File: config.mk
export PLATFORM = sky130hd
export DESIGN_NAME = onehot_dispatch_flat
export DESIGN_NICKNAME = d
export VERILOG_FILES = /design/src/rtl/onehot_dispatch_if.sv /design/src/rtl/onehot_dispatch.sv /design/src/flat_wrapper.sv
export SDC_FILE = /design/constraint.sdc
export NUM_CORES = 1
export LEC_CHECK = 0
export CORE_MARGIN = 8
export CORE_UTILIZATION = 39
export CTS_CLUSTER_DIAMETER = 80
export CTS_CLUSTER_SIZE = 30
export DETAILED_ROUTE_END_ITERATION = 8
export GPL_ROUTABILITY_DRIVEN = 0
export PLACE_DENSITY_LB_ADDON = 0.08
export SYNTH_ARGS = -nofsm -noshare
export SYNTH_HDL_FRONTEND = slang
export SYNTH_SLANG_ARGS = --single-unit
File: constraint.sdc
create_clock -name clk -period 4.3 [get_ports clk]
set_input_delay 0.86 -clock clk [delete_from_list [all_inputs] [get_ports clk]]
set_output_delay 0.86 -clock clk [all_outputs]
set_load 0.01 [all_outputs]
File: src/rtl/onehot_dispatch_if.sv
`default_nettype none
// ============================================================================
// Module   : onehot_dispatch_if
// Purpose  : Bundle for onehot_dispatch. Carries the index handshake from the
//            command source, the one-hot request / acknowledge pair toward the
//            target bank, and the status outputs.
// Revision : 1.0 - initial release
// ============================================================================
interface onehot_dispatch_if #(
  parameter int n     = 3,
  parameter int m     = 8,
  parameter int DEPTH = 4
);
  localparam int CW = $clog2(DEPTH + 1);

  logic          in_valid;
  logic          in_ready;
  logic [n-1:0]  in_idx;
  logic [m-1:0]  req;
  logic [m-1:0]  ack;
  logic          busy;
  logic [CW-1:0] count;
  logic          err;
  logic [n-1:0]  err_idx;

  // Command source / target bank side
  modport master (
    output in_valid, in_idx, ack,
    input  in_ready, req, busy, count, err, err_idx
  );

  // Dispatcher side
  modport slave (
    input  in_valid, in_idx, ack,
    output in_ready, req, busy, count, err, err_idx
  );
endinterface
`default_nettype wire

File: src/rtl/onehot_dispatch.sv
`default_nettype none
// ============================================================================
// Module   : onehot_dispatch
// Purpose  : Queues binary target indices in a small FIFO and presents each
//            one, in arrival order, as a registered one-hot request held until
//            the addressed target acknowledges or a timeout expires.
// Revision : 1.0 - initial release
// ============================================================================
module onehot_dispatch #(
  parameter int n       = 3,
  parameter int m       = 8,
  parameter int DEPTH   = 4,
  parameter int TIMEOUT = 15
) (
  input  wire logic          clk,
  input  wire logic          reset,
  onehot_dispatch_if.slave   bus
);

  localparam int CW = $clog2(DEPTH + 1);
  localparam int PW = $clog2(DEPTH);
  localparam int TW = $clog2(TIMEOUT + 1);

  typedef enum logic [0:0] {
    IDLE = 1'b0,
    REQ  = 1'b1
  } state_t;

  // FIFO storage and bookkeeping
  logic [n-1:0]  mem [DEPTH];
  logic [PW-1:0] wptr_r;
  logic [PW-1:0] rptr_r;
  logic [CW-1:0] count_r;

  // Request engine state
  state_t        state_r;
  state_t        state_n;
  logic [m-1:0]  req_r;
  logic [m-1:0]  req_n;
  logic [n-1:0]  cur_r;
  logic [n-1:0]  cur_n;
  logic [TW-1:0] timer_r;
  logic [TW-1:0] timer_n;
  logic          err_r;
  logic          err_n;
  logic [n-1:0]  err_idx_r;
  logic [n-1:0]  err_idx_n;

  logic          in_ready;
  logic          push;
  logic          pop;
  logic          empty;
  logic [n-1:0]  head;
  logic [m-1:0]  dec;
  logic          in_range;
  logic          ack_hit;

  // No bypass: a full FIFO refuses even if a pop happens this cycle
  assign in_ready = (count_r < CW'(DEPTH)) && reset;
  assign push     = bus.in_valid && in_ready;
  assign empty    = (count_r == '0);
  assign head     = mem[rptr_r];

  // Decode the head index; an index with no matching target leaves dec all-zero
  for (genvar j = 0; j < m; j++) begin : g_dec
    assign dec[j] = (head == n'(j));
  end
  assign in_range = |dec;

  // req is one-hot at cur_idx while in REQ, so masking ack with it looks
  // only at the addressed target's acknowledge
  assign ack_hit = |(bus.ack & req_r);

  // FIFO payload write; contents need no reset since count gates every read
  always_ff @(posedge clk) begin
    if (push) begin
      mem[wptr_r] <= bus.in_idx;
    end
  end

  // FIFO pointers and occupancy
  always_ff @(posedge clk) begin
    if (!reset) begin
      wptr_r  <= '0;
      rptr_r  <= '0;
      count_r <= '0;
    end else begin
      if (push) begin
        wptr_r <= wptr_r + PW'(1);
      end
      if (pop) begin
        rptr_r <= rptr_r + PW'(1);
      end
      case ({push, pop})
        2'b10:   count_r <= count_r + CW'(1);
        2'b01:   count_r <= count_r - CW'(1);
        default: count_r <= count_r;
      endcase
    end
  end

  // Request engine state register
  always_ff @(posedge clk) begin
    if (!reset) begin
      state_r   <= IDLE;
      req_r     <= '0;
      cur_r     <= '0;
      timer_r   <= '0;
      err_r     <= 1'b0;
      err_idx_r <= '0;
    end else begin
      state_r   <= state_n;
      req_r     <= req_n;
      cur_r     <= cur_n;
      timer_r   <= timer_n;
      err_r     <= err_n;
      err_idx_r <= err_idx_n;
    end
  end

  // Next-state: completion, timeout, and loading of the next queued index
  always_comb begin
    state_n   = state_r;
    req_n     = req_r;
    cur_n     = cur_r;
    timer_n   = timer_r;
    err_n     = 1'b0;
    err_idx_n = err_idx_r;
    pop       = 1'b0;

    case (state_r)
      IDLE: begin
        if (!empty) begin
          pop = 1'b1;
        end
      end
      REQ: begin
        // An ack on the timeout edge takes priority over the abort
        if (ack_hit) begin
          if (!empty) begin
            pop = 1'b1;
          end else begin
            req_n   = '0;
            state_n = IDLE;
          end
        end else if (timer_r == TW'(TIMEOUT - 1)) begin
          err_n     = 1'b1;
          err_idx_n = cur_r;
          req_n     = '0;
          state_n   = IDLE;
        end else begin
          timer_n = timer_r + TW'(1);
        end
      end
      default: begin
        req_n   = '0;
        state_n = IDLE;
      end
    endcase

    // Shared by IDLE and by a completing REQ so back-to-back requests
    // switch directly from one one-hot value to the next
    if (pop) begin
      cur_n = head;
      if (in_range) begin
        req_n   = dec;
        timer_n = '0;
        state_n = REQ;
      end else begin
        err_n     = 1'b1;
        err_idx_n = head;
        req_n     = '0;
        state_n   = IDLE;
      end
    end
  end

  assign bus.in_ready = in_ready;
  assign bus.req      = req_r;
  assign bus.busy     = (state_r == REQ);
  assign bus.count    = count_r;
  assign bus.err      = err_r;
  assign bus.err_idx  = err_idx_r;

endmodule
`default_nettype wire
File: src/flat_wrapper.sv
// flat-port wrapper written by rule: the top's interface ports become plain ports
module onehot_dispatch_flat 
#(
  parameter int n       = 3,
  parameter int m       = 8,
  parameter int DEPTH   = 4,
  parameter int TIMEOUT = 15
)
  (clk, reset, bus_in_valid, bus_in_idx, bus_ack, bus_in_ready, bus_req, bus_busy, bus_count, bus_err, bus_err_idx);
  onehot_dispatch_if #(.n(n), .m(m), .DEPTH(DEPTH)) bus_i ();
  input  wire logic clk;
  input  wire logic reset;
  input wire logic [$bits(bus_i.in_valid)-1:0] bus_in_valid;
  input wire logic [$bits(bus_i.in_idx)-1:0] bus_in_idx;
  input wire logic [$bits(bus_i.ack)-1:0] bus_ack;
  output wire logic [$bits(bus_i.in_ready)-1:0] bus_in_ready;
  output wire logic [$bits(bus_i.req)-1:0] bus_req;
  output wire logic [$bits(bus_i.busy)-1:0] bus_busy;
  output wire logic [$bits(bus_i.count)-1:0] bus_count;
  output wire logic [$bits(bus_i.err)-1:0] bus_err;
  output wire logic [$bits(bus_i.err_idx)-1:0] bus_err_idx;
  assign bus_i.in_valid = bus_in_valid;
  assign bus_i.in_idx = bus_in_idx;
  assign bus_i.ack = bus_ack;
  assign bus_in_ready = bus_i.in_ready;
  assign bus_req = bus_i.req;
  assign bus_busy = bus_i.busy;
  assign bus_count = bus_i.count;
  assign bus_err = bus_i.err;
  assign bus_err_idx = bus_i.err_idx;
  onehot_dispatch #(.n(n), .m(m), .DEPTH(DEPTH), .TIMEOUT(TIMEOUT)) u_core (.clk(clk), .reset(reset), .bus(bus_i));
endmodule
==> flow_metrics.env <==
export IMPL_die_h_um=83.6
export IMPL_post_cts_setup_buffers=0
export IMPL_worstMarginPinSlew_ns=0.558
export IMPL_timing_rr_end="u_core.bus.count[2]"
export IMPL_hold_viol_final=0
export IMPL_finClkSkew_ns=0.0109
export IMPL_synthDistinctLibCells=36
export IMPL_path_buf_inv=3
export IMPL_wire_per_inst_um=15.1
export IMPL_synthMuxAreaShare_pct=6.25
export IMPL_portBuffers=30
export IMPL_required_ns=3.44
export IMPL_async_reset_ff_share_pct=0
export IMPL_yosys_area_top_type_share_pct=32.6
export IMPL_hold_buffers=0
export IMPL_holdCritPathClass="register to register"
export IMPL_antenna_found_initial=0
export IMPL_synth_ff_type="dfxtp_1"
export IMPL_htree_levels=2
export IMPL_cts_tree="built"
export IMPL_start_util_pct=40.6
export IMPL_period_share_pct=78.6
export IMPL_irDropWorstVdd_mv=0.251
export IMPL_vias_per_cell=5.42
export IMPL_start_kind="input port"
export IMPL_slew_viol_final=0
export IMPL_crit_path_top_delay_cell="clkdlybuf4s50_1"
export IMPL_holdPathStages=2
export IMPL_ios=31
export IMPL_first_pass_iters=4
export IMPL_cp_max_fo=23
export IMPL_drive_above_1_share_pct=6.86
export IMPL_numCtsBuffers=5
export IMPL_yosysMostFrequentCell="dfxtp_1"
export IMPL_setup_tns_ns=0
export IMPL_synthTopCellsByCount="29 x dfxtp_1, 20 x nand2_1, 12 x edfxtp_1, 9 x inv_1, 9 x o22ai_1"
export IMPL_areaGrowthSynthToFinish_pct=24.4
export IMPL_synth_compound_area_share_pct=12.5
export IMPL_root_buffer="clkbuf_8"
export IMPL_grt_max_degree=24
export IMPL_clk_latency_ns=0.29
export IMPL_fin_crit_ns=3.38
export IMPL_finalSetupViolations=0
export IMPL_grt_pass1_wl_mm=6.64
export IMPL_syn_num_nets=193
export IMPL_syn_inst=171
export IMPL_coreArea_um2=4380
export IMPL_clkTransAtPathRegs_ns=0.08
export IMPL_synth_area_top_cells="dfxtp_1 33%, edfxtp_1 20%, ha_1 4.9%"
export IMPL_synth_fa_ha_area_share_pct=6.04
export IMPL_overflow=0
export IMPL_synth_edf_count=12
export IMPL_status="completed"
export IMPL_end_kind="output pin"
export IMPL_netlist_area_um2=1780
export IMPL_initialDrtViolationCount=102
export IMPL_dieArea_um2=6990
export IMPL_hp_start="u_core.cur_r[1]"
export IMPL_final_util_pct=50.5
export IMPL_synth_seq_cells=41
export IMPL_clock_path_buffers=2
export IMPL_worstReg2RegStart="u_core.bus.req[3]"
export IMPL_drt_total_wl_mm=3.86
export IMPL_vias=1387
export IMPL_grt_setup_unrepaired="no"
export IMPL_first_global_vias=1423
export IMPL_num_antenna_cells=0
export IMPL_ys_warn_count=0
export IMPL_die_w_um=83.6
export IMPL_path_delay_family="buffers and inverters"
export IMPL_dp_hpwl_mm=2.84
export IMPL_worstPathArrival_ns=2.52
export IMPL_synth_avg_cell_area_um2=10.4
export IMPL_num_rows=24
export IMPL_cap_violations=0
export IMPL_yosysSeqAreaShare_pct=52.8
export IMPL_final_nets=225
export IMPL_synth_top_family_by_area="simple AND/OR/NAND/NOR gates"
export IMPL_power_leakage_nw=0.800
export IMPL_fmaxAchievable_mhz=296
export IMPL_grt_util_all_layers_pct=11.4
export IMPL_crit_top_cell="clkdlybuf4s50_1"
export IMPL_cts_sinks=41
export IMPL_slew_headroom_pct=62.8
export IMPL_ff2ff_path_depth=10
export IMPL_yosys_area_top_type="dfxtp_1"
export IMPL_post_cts_resize_count=0
export IMPL_yosys_area_share_xor_xnor_pct=1.47
export IMPL_rrSetupSlack_ns=1.88
export IMPL_critical_path_class="input port to output pin"
export IMPL_synth_simple_area_share_pct=17.1
export IMPL_ant_nets=0
export IMPL_holdWs_ns=0.478
export IMPL_report_power_total_mw=1.22
export IMPL_powerDensity_nw_per_um2=550
export IMPL_drc_errors=0
export IMPL_min_delay_worst_endpoint="u_core.cur_r[1]"
export IMPL_path_cells="clkdlybuf4s50_1, buf_4, nor2b_1, clkdlybuf4s50_1"
export IMPL_max_stage_delay_ns=0.61
==> report_power, final <==
| group | internal, mW | total, mW | switching [mW] | leakage, nW |
|---|---|---|---|---|
| logic | 0.199 | 0.457 | 0.259 | 0.407 |
| registers | 0.463 | 0.515 | 0.0523 | 0.345 |
| clock network | 0.115 | 0.246 | 0.131 | 0.0479 |
| total | 0.776 | 1.22 | 0.442 | 0.800 |
==> logic make-up (layout without fill, tap and decap cells) <==
family / after synthesis / after routing
simple gates: 60 / 60
compound gates: 35 / 35
mux: 7 / 7
flops: 41 / 41
fa+ha+maj: 8 / 8
xor+xnor: 3 / 3
buf+inv: 17 / 50
==> state kept, by name, summed over array words and instances (netlist names), named ones only <==
signal and count:
u_core.bus.req 8, u_core.timer_r 4, u_core.rptr_r 2, u_core.wptr_r 2
u_core.bus.err 1, u_core.bus.busy 1, u_core.bus.err_idx 3, u_core.cur_r 3
u_core.mem 12, u_core.bus.count 3
==> stage by stage <==
stage	setup WS (ns)	area (µm²)	std cells
2_1_floorplan	1.68	1780	171
3_3_place_gp	0.979	2130	248
3_5_place_dp	0.924	2130	248
4_1_cts	0.910	2220	256
5_1_grt	0.809	2220	256
6_report	0.920	2220	256
==> worst max path at each step <==
stage,from,to,slack [ns],cells past startpoint
6_report,reset,bus_in_ready,0.92,4
5_1_grt,reset,bus_in_ready,0.81,4
3_5_place_dp,bus_ack[3],u_core.bus.count[2],0.92,11
2_1_floorplan,bus_ack[3],u_core.bus.count[2],1.68,10
4_1_cts,reset,bus_in_ready,0.91,4
3_3_place_gp,reset,bus_in_ready,0.98,4
==> cell type report <==
| type | count | area [µm²] |
|---|---|---|
| fillers | 396 | 2170 |
| clock inverters | 2 | 10.0 |
| clock buffers | 6 | 73.8 |
| flip-flops and latches | 41 | 941 |
| inverters | 10 | 37.5 |
| well taps | 52 | 65.1 |
| multi-input cells | 113 | 773 |
| repair buffers | 32 | 315 |
==> metal layers <==
metal  vias to the layer above  GRT usage (%)  routed length [µm]
li1                        693              -                   -
met1                       656           12.7                1700
met2                        33           19.4                1900
met3                         5           3.91                 203
met4                         0           4.24                  51
met5                         -              0                   0
==> layout by cell type (no fill, tap or decap), drive strengths merged, types with 2 or more instances in the layout <==
cell type | netlist | routed
o211ai | 3 | 3
and3 | 6 | 6
dfxtp | 29 | 29
mux2i | 4 | 4
inv | 10 | 10
o21ai | 7 | 7
or3 | 4 | 4
nand3b | 3 | 3
a21oi | 7 | 7
clkdlybuf4s50 | 0 | 30
nor3 | 3 | 3
clkinv | 0 | 2
nand3 | 4 | 4
mux4 | 3 | 3
and2 | 2 | 2
ha | 7 | 7
nand4 | 5 | 5
nand2 | 20 | 20
xor2 | 2 | 2
o31ai | 2 | 2
clkbuf | 5 | 6
o22ai | 9 | 9
buf | 2 | 2
a31oi | 2 | 2
nor2 | 7 | 7
edfxtp | 12 | 12
a22oi | 3 | 3
nor4 | 4 | 4
==> worst min-delay path, delay by kind of cell (launching register included) <==
kind	cells	cell delay, ns
DFF	1	0.32
muxes	1	0.05
and+or+nand+nor	1	0.06
(Power assumes the default switching activity.)
